**src/rtl/display_scanner.sv**
```systemverilog
// display_scanner
//   Time-multiplexes an 8-entry x 6-bit digit memory onto an 8-digit
//   common-anode seven-segment display.  Writes go to a shadow buffer
//   that is copied to the displayed buffer only when the scan wraps
//   from digit 0 back to digit 7, so a multi-digit update never tears.
//
// Ports
//   clk   : system clock, rising edge
//   rst   : asynchronous active-high reset
//   W     : write strobe (active-high)
//   WADD  : digit address 0..7
//   DIN   : {enable, hex[3:0], dp_dark}
//   AN    : anode drives, active-low, AN[i] = digit i
//   SEG   : {g,f,e,d,c,b,a}, active-low
//   DP    : decimal point, active-low
//   FRAME : one-cycle pulse after the scan wraps 0 -> 7
module display_scanner #(
    parameter int REFRESH_DIV  = 100000,
    parameter int BLANK_CYCLES = 2000
) (
    input  logic       clk,
    input  logic       rst,
    input  logic       W,
    input  logic [2:0] WADD,
    input  logic [5:0] DIN,
    output logic [7:0] AN,
    output logic [6:0] SEG,
    output logic       DP,
    output logic       FRAME
);

    localparam int CW = $clog2(REFRESH_DIV);
    localparam logic [CW-1:0] CNT_LAST  = CW'(REFRESH_DIV - 1);
    localparam logic [CW-1:0] BLANK_END = CW'(BLANK_CYCLES);

    typedef enum logic {
        BLANK,
        SHOW
    } state_t;

    state_t        state, state_nxt;
    logic [CW-1:0] cnt;
    logic [2:0]    idx;
    logic [5:0]    shadow [8];
    logic [5:0]    active [8];
    logic          dirty;

    logic          slot_end;
    logic          wrap;
    logic [5:0]    d;
    logic          lit;
    logic [7:0]    an_nxt;
    logic [6:0]    seg_nxt;
    logic          dp_nxt;

    function automatic logic [6:0] hex7(input logic [3:0] v);
        case (v)
            4'h0:    hex7 = 7'h40;
            4'h1:    hex7 = 7'h79;
            4'h2:    hex7 = 7'h24;
            4'h3:    hex7 = 7'h30;
            4'h4:    hex7 = 7'h19;
            4'h5:    hex7 = 7'h12;
            4'h6:    hex7 = 7'h02;
            4'h7:    hex7 = 7'h78;
            4'h8:    hex7 = 7'h00;
            4'h9:    hex7 = 7'h10;
            4'hA:    hex7 = 7'h08;
            4'hB:    hex7 = 7'h03;
            4'hC:    hex7 = 7'h46;
            4'hD:    hex7 = 7'h21;
            4'hE:    hex7 = 7'h06;
            default: hex7 = 7'h0E;
        endcase
    endfunction

    assign slot_end = (cnt == CNT_LAST);
    assign wrap     = slot_end && (idx == 3'd0);

    // The state register is updated from the *next* cnt value so that
    // state always matches the current cnt; the output stage then adds
    // exactly one cycle of latency.
    always_comb begin
        state_nxt = state;
        if (slot_end) begin
            state_nxt = (BLANK_CYCLES == 0) ? SHOW : BLANK;
        end else if (cnt + 1'b1 == BLANK_END) begin
            state_nxt = SHOW;
        end
    end

    always_ff @(posedge clk or posedge rst) begin
        if (rst) begin
            state <= BLANK;
            cnt   <= '0;
            idx   <= 3'd7;
        end else begin
            state <= state_nxt;
            if (slot_end) begin
                cnt <= '0;
                idx <= idx - 3'd1;
            end else begin
                cnt <= cnt + 1'b1;
            end
        end
    end

    // Commit reads the pre-write shadow; a coincident write keeps dirty set.
    always_ff @(posedge clk or posedge rst) begin
        if (rst) begin
            for (int unsigned i = 0; i < 8; i++) begin
                shadow[i] <= '0;
                active[i] <= '0;
            end
            dirty <= 1'b0;
        end else begin
            if (wrap && dirty) begin
                for (int unsigned i = 0; i < 8; i++) begin
                    active[i] <= shadow[i];
                end
            end
            if (W) begin
                shadow[WADD] <= DIN;
                dirty        <= 1'b1;
            end else if (wrap) begin
                dirty <= 1'b0;
            end
        end
    end

    always_comb begin
        d       = active[idx];
        lit     = (state == SHOW) && d[5];
        an_nxt  = 8'hFF;
        seg_nxt = 7'h7F;
        dp_nxt  = 1'b1;
        if (lit) begin
            an_nxt  = ~(8'b1 << idx);
            seg_nxt = hex7(d[4:1]);
            dp_nxt  = d[0];
        end
    end

    always_ff @(posedge clk or posedge rst) begin
        if (rst) begin
            AN    <= '1;
            SEG   <= '1;
            DP    <= 1'b1;
            FRAME <= 1'b0;
        end else begin
            AN    <= an_nxt;
            SEG   <= seg_nxt;
            DP    <= dp_nxt;
            FRAME <= wrap;
        end
    end

endmodule

```
**config.mk**
```make
export PLATFORM = sky130hd
export DESIGN_NAME = display_scanner
export DESIGN_NICKNAME = d
export VERILOG_FILES = /design/src/rtl/display_scanner.sv
export SDC_FILE = /design/constraint.sdc
export NUM_CORES = 1
export LEC_CHECK = 0
export CAP_MARGIN = 20
export CORE_UTILIZATION = 60
export DETAILED_ROUTE_END_ITERATION = 6
export PLACE_DENSITY = 0.79
export SETUP_SLACK_MARGIN = 0.02
export SYNTH_ARGS = -nofsm -noshare
export SYNTH_HDL_FRONTEND = slang
export SYNTH_SLANG_ARGS = --single-unit
```
**constraint.sdc**
```tcl
create_clock -name clk -period 4.5 [get_ports clk]
set_input_delay 0.45 -clock clk [delete_from_list [all_inputs] [get_ports clk]]
set_output_delay 0.45 -clock clk [all_outputs]
set_load 0.02 [all_outputs]
```
==> results.json, run 1 <==
{
  "die_area_um2": 10300,
  "portBuffers": 28,
  "synth_compound_area_share_pct": 1.99,
  "final_cells": 608,
  "placed_cells_incl_taps": 576,
  "cts_tree": "yes",
  "yosysWarningCount": 0,
  "htreeDepth": 4,
  "hold_viol": 0,
  "post-route-util_pct": 72.0,
  "syn2layout_area_growth_pct": 16.9,
  "fmax_ghz": 0.344,
  "critPathLaunchType": "flip-flop",
  "gp_congestion": 0.870,
  "synth_area_um2": 5970,
  "clk_pin_slew_worst_paths_ns": 0.06,
  "grt_max_degree": 136,
  "status": "complete, no violations",
  "antenna_found_initial": 0,
  "fin_setup_tns_ns": 0,
  "core-area_um2": 9680,
  "fillCellCount": 633,
  "syn_inst": 425,
  "use_met1_pct": 33.0,
  "synth_cell_type_count": 42,
  "die_h_um": 102,
  "leakage_nw": 3.21,
  "post_cts_resized": 0,
  "min_period_ns": 2.91,
  "seq_area_frac_synth_pct": 57.0,
  "arrival_ns": 3.32,
  "drt_wl_total_mm": 11.4,
  "std_cell_rows": 36,
  "antennaDiodeCount": 0,
  "synth-seq-cells": 135,
  "grtUsageMet3_pct": 7.25,
  "worstPathRequired_ns": 4.91,
  "fin_skew_ns": 0.0109,
  "route.detailed.drc": 0,
  "grt-ovfl-total": 0,
  "holdWs_ns": 0.424,
  "synth_fp_nets": 449,
  "final_layout_size_suffix_gt1_share_pct": 35.8,
  "hold_class": "in2async",
  "synth-adder-area-share_pct": 2.52,
  "synth_xor_area_share_pct": 2.64,
  "first_iter_violations": 204,
  "yosys.area_share.simple_pct": 8.74,
  "grtUsageMet2_pct": 38.9,
  "dpl.hpwl_mm": 7.17,
  "pwr_density_cell_nw_per_um2": 413,
  "synth_top_family_by_area": "multiplexers",
  "clock-sinks": 135,
  "cts-hold-fix-buffers": 0,
  "r2r_start": "cnt[0]$_DFF_PP0_",
  "slew_violations": 0,
  "r2r_cells": 6,
  "regArea_um2": 3400,
  "final-setup-viol-count": 0,
  "muxShareOfSynthArea_pct": 25.0,
  "final_nets": 486,
  "multi_input_area_um2": 2440,
  "finalPower_mw": 2.88,
  "final_common_cell": "dfrtp_1",
  "top_level_ports": 29,
  "grt_pass1_vias": 3630,
  "critPathKind": "reg2reg",
  "r2r-end": "active[24]$_DFFE_PP0P_",
  "fp.dieW_um": 102,
  "clkLatencyLatePin_ns": 0.53,
  "grt_pass1_wl_mm": 18.7,
  "maxSlewHeadroom_pct": 37.4,
  "ys_async_sr_fraction_pct": 100,
  "busiest_layer": "met2",
  "syn_avg_cell_area_um2": 14.0,
  "layout_common_cells": "dfrtp_1 (116), mux2_2 (76), nand2_1 (34)",
  "ctsLongestPathBuffers": 2,
  "antenna_left": 0,
  "worstMarginPinSlew_ns": 0.913,
  "root_buffer": "clkbuf_8",
  "routedWlPerCell_um": 18.7,
  "end_kind": "flip-flop",
  "first_pass_iters": 4,
  "postCtsSetupBuffers": 0,
  "synth_edf_count": 0,
  "track_usage_pct": 25.0,
  "rrSetupSlack_ns": 1.59,
  "synth_ff_type": "dfrtp_1",
  "grt_setup_unrepaired": "false",
  "period_share_pct": 64.6,
  "initial_core_util_pct": 61.6,
  "viasPerCell": 5.80,
  "cp_max_fo": 24,
  "cts_buffers": 17,
  "maxCapViolations": 0,
  "vias": 3526,
  "ir_drop_v": 0.000387
}
==> critical path, cell delays in order (launching register included) <==
cell	delay, ns
dfrtp_1	0.46
ha_1	0.31
nand4_1	0.26
nor3_4	0.61
nand3_2	0.41
buf_4	0.39
mux2_4	0.34
==> cell type report <==
class,instances,share of cell area [%]
clock buffers,19,6.19
clock inverters,13,2.21
inverters,8,0.466
multi-input cells,265,35.0
flip-flops and latches,135,48.8
well taps,133,2.39
repair buffers,35,4.95
==> metal layers <==
layer  vias to the layer above  share of wire (%)
li1                       1583                  -
met1                      1842                 44
met2                        82                 50
met3                        19                4.4
met4                         0                1.8
met5                         -                  0
==> sequential cells by signal, indices dropped and copies added, names as in the netlist <==
name,count
AN,8
DP,1
FRAME,1
SEG,7
active,48
cnt,17
dirty,1
idx,3
shadow,48
state,1
==> where the power goes <==
group	leakage (nW)	internal (mW)	total (mW)	switching [mW]
combinational	1.21	0.0865	0.149	0.0626
clock	0.292	0.855	1.37	0.513
sequential	1.71	1.31	1.36	0.0497
total	3.21	2.25	2.88	0.625
==> synthesized netlist by cell type (3+ instances only) <==
master,instances,area share [%]
a21oi_1,6,0.50
nand4b_1,5,0.73
dfstp_2,19,8.4
inv_1,8,0.50
clkbuf_1,8,0.50
and3_1,3,0.31
xor2_1,11,1.6
nand2b_1,4,0.42
mux2_4,20,5.0
xnor2_1,7,1.0
nor2_1,21,1.3
ha_1,12,2.5
nand4_1,7,0.73
buf_2,5,0.42
nor3_1,4,0.34
mux2i_1,9,1.5
nand2_1,34,2.1
mux4_2,11,4.2
buf_6,3,0.57
mux2_2,76,14
nand3_1,6,0.50
dfrtp_1,116,49
o221ai_1,4,0.59
==> logic make-up after synthesis <==
logic type,Yosys count
multiplexers,116
AND/OR/NAND/NOR,101
XOR/XNOR,18
AO/OA/AOI/OAI,18
flip-flops,135
buffers and inverters,25
adder cells (fa/ha/maj),12
==> through the flow <==
| stage | setup WS, ns | cell area [um^2] |
|---|---|---|
| floorplan | 0.470 | 5970 |
| global placement | 1.69 | 6390 |
| detailed placement | 1.65 | 6390 |
| CTS | 1.62 | 6970 |
| global route | 1.43 | 6970 |
| finish | 1.59 | 6970 |
==> worst max-delay path by stage <==
| stage | from | cells after the start | end | slack [ns] |
|---|---|---|---|---|
| finish | cnt[0]$_DFF_PP0_ | 6 | active[24]$_DFFE_PP0P_ | 1.59 |
| global route | cnt[0]$_DFF_PP0_ | 6 | active[24]$_DFFE_PP0P_ | 1.43 |
| CTS | cnt[0]$_DFF_PP0_ | 6 | active[24]$_DFFE_PP0P_ | 1.62 |
| detailed placement | cnt[9]$_DFF_PP0_ | 6 | active[24]$_DFFE_PP0P_ | 1.65 |
| global placement | idx[0]$_DFFE_PP1N_ | 5 | SEG[0]$_DFF_PP1_ | 1.69 |
| floorplan | rst | 1 | FRAME$_DFF_PP0_ | 0.47 |
Note: power is estimated with default switching activity, not from simulation.
==> run 2: changes to the inputs <==
==> constraint.sdc (replaced) <==
create_clock -name clk -period 2.95 [get_ports clk]
set_input_delay 0.295 -clock clk [delete_from_list [all_inputs] [get_ports clk]]
set_output_delay 0.295 -clock clk [all_outputs]
set_load 0.02 [all_outputs]
==> run 2 against run 1 <==
Effect of this change:
- non-clock buffer count rose by 3
- sequential power rose by 52%
- sequential share of layout area is 0.58 points lower
==> results.json, run 2 (synthesized netlist as in run 1, its figures left out) <==
{
  "clock-sinks": 135,
  "end_kind": "flip-flop",
  "postCtsSetupBuffers": 0,
  "final-setup-viol-count": 0,
  "regArea_um2": 3400,
  "rrSetupSlack_ns": 0.38,
  "grt_pass1_vias": 3550,
  "gp_congestion": 0.865,
  "cts_tree": "yes",
  "reg_top3": "active x48, shadow x48, cnt x17",
  "cp_cell_sequence": "mux4_2, nand2_1, nand2_1, ha_1, and2_1, a211oi_1, a21oi_1, nand2b_1",
  "antenna_found_initial": 0,
  "crit_path_end": "SEG[3]$_DFF_PP1_",
  "final_common_cell": "dfrtp_1",
  "r2r_cells": 8,
  "die_h_um": 102,
  "track_usage_pct": 24.3,
  "first_iter_violations": 177,
  "grt_max_degree": 136,
  "status": "complete, no violations",
  "busiest_layer": "met2",
  "antenna_left": 0,
  "fillCellCount": 640,
  "path_buf_inv": 0,
  "min_period_ns": 2.57,
  "maxSlewHeadroom_pct": 50.6,
  "final_layout_size_suffix_gt1_share_pct": 36.2,
  "std_cell_rows": 36,
  "portBuffers": 28,
  "leakage_nw": 3.24,
  "initial_core_util_pct": 61.6,
  "cts_buffers": 17,
  "htreeDepth": 4,
  "use_met1_pct": 31.2,
  "first_pass_iters": 4,
  "maxCapViolations": 0,
  "route.detailed.drc": 0,
  "critPathLaunchType": "flip-flop",
  "finalPower_mw": 4.49,
  "routedWlPerCell_um": 18.1,
  "worstSetupStartpoint": "idx[0]$_DFFE_PP1N_",
  "viasPerCell": 5.65,
  "grtUsageMet2_pct": 39.0,
  "grt-ovfl-total": 0,
  "ir_drop_v": 0.000563,
  "critPathKind": "reg2reg",
  "post_cts_resized": 0,
  "r2r-end": "SEG[3]$_DFF_PP1_",
  "die_area_um2": 10300,
  "fp.dieW_um": 102,
  "fin_setup_tns_ns": 0,
  "multi_input_area_um2": 2440,
  "syn2layout_area_growth_pct": 18.3,
  "period_share_pct": 87.2,
  "r2r_start": "idx[0]$_DFFE_PP1N_",
  "clkLatencyLatePin_ns": 0.53,
  "slew_violations": 0,
  "cp.depth": 8,
  "layout_common_cells": "dfrtp_1 (116), mux2_2 (76), nand2_1 (34)",
  "pwr_density_cell_nw_per_um2": 636,
  "worstPathRequired_ns": 3.38,
  "worst_path_most_repeated_cell": "nand2_1",
  "dpl.hpwl_mm": 7.02,
  "drt_wl_total_mm": 11.1,
  "cts-hold-fix-buffers": 0,
  "slowest_delay_ns": 0.74,
  "grt_pass1_wl_mm": 18.2,
  "root_buffer": "clkbuf_8",
  "worstMarginPinSlew_ns": 0.739,
  "fin_skew_ns": 0.00997,
  "grtUsageMet3_pct": 5.52,
  "grt_setup_unrepaired": "false",
  "core-area_um2": 9680,
  "final_nets": 489,
  "fmax_ghz": 0.389,
  "clk_pin_slew_worst_paths_ns": 0.06,
  "ctsLongestPathBuffers": 2,
  "arrival_ns": 3.00,
  "cp_max_fo": 10,
  "hold_viol": 0,
  "antennaDiodeCount": 0,
  "vias": 3450,
  "hold_class": "in2async",
  "path_delay_family": "flip-flops",
  "top_level_ports": 29,
  "worst_path_max_delay_cell": "dfstp_2"
}
-- run 2: layout make-up --
cell class	instances	area share, %
clock inverter	12	2.48
multi-input combinational	265	34.6
inverter	8	0.479
tap	133	2.36
timing repair buffer	38	5.57
clock buffer	20	6.31
sequential	135	48.2
-- run 2: power by group --
group          switching [mW]  internal, mW  total, mW
combinational          0.0985         0.132      0.231
sequential             0.0740          2.00       2.07
clock                   0.768          1.41       2.18
-- run 2: worst min-delay path by stage --
| stage | start | slack, ns | depth (start not counted) | endpoint |
|---|---|---|---|---|
| floorplan | DIN[0] | 0.45 | 1 | shadow[0]$_DFFE_PP0P_ |
| global placement | cnt[11]$_DFF_PP0_ | 0.48 | 1 | cnt[11]$_DFF_PP0_ |
| detailed placement | shadow[24]$_DFFE_PP0P_ | 0.49 | 1 | active[24]$_DFFE_PP0P_ |
| CTS | rst | 0.35 | 3 | active[12]$_DFFE_PP0P_ |
| global route | rst | 0.39 | 3 | cnt[11]$_DFF_PP0_ |
| finish | rst | 0.32 | 3 | shadow[17]$_DFFE_PP0P_ |
-- run 2: metal layers --
metal	routed length, um	vias up
met1	4930	1782
met4	245	0
li1	-	1589
met2	5590	61
met3	314	18
met5	0	-
-- run 2: tightest hold or removal path: cells and delay by family --
| family | cells | cell delay (ns) |
|---|---|---|
| buffers and inverters | 3 | 1.03 |
-- run 2: through the flow --
| step | instance area [um^2] | util [%] | setup WS [ns] | hold slack [ns] | std cells |
|---|---|---|---|---|---|
| floorplan | 5970 | - | 0.425 | 0.446 | 425 |
| global placement | 6440 | 66.5 | 0.568 | 0.480 | 579 |
| detailed placement | 6440 | 66.5 | 0.485 | 0.489 | 579 |
| CTS | 7060 | 72.9 | 0.381 | 0.351 | 611 |
| global route | 7060 | 72.9 | 0.230 | 0.390 | 611 |
| finish | 7060 | 72.9 | 0.378 | 0.317 | 611 |
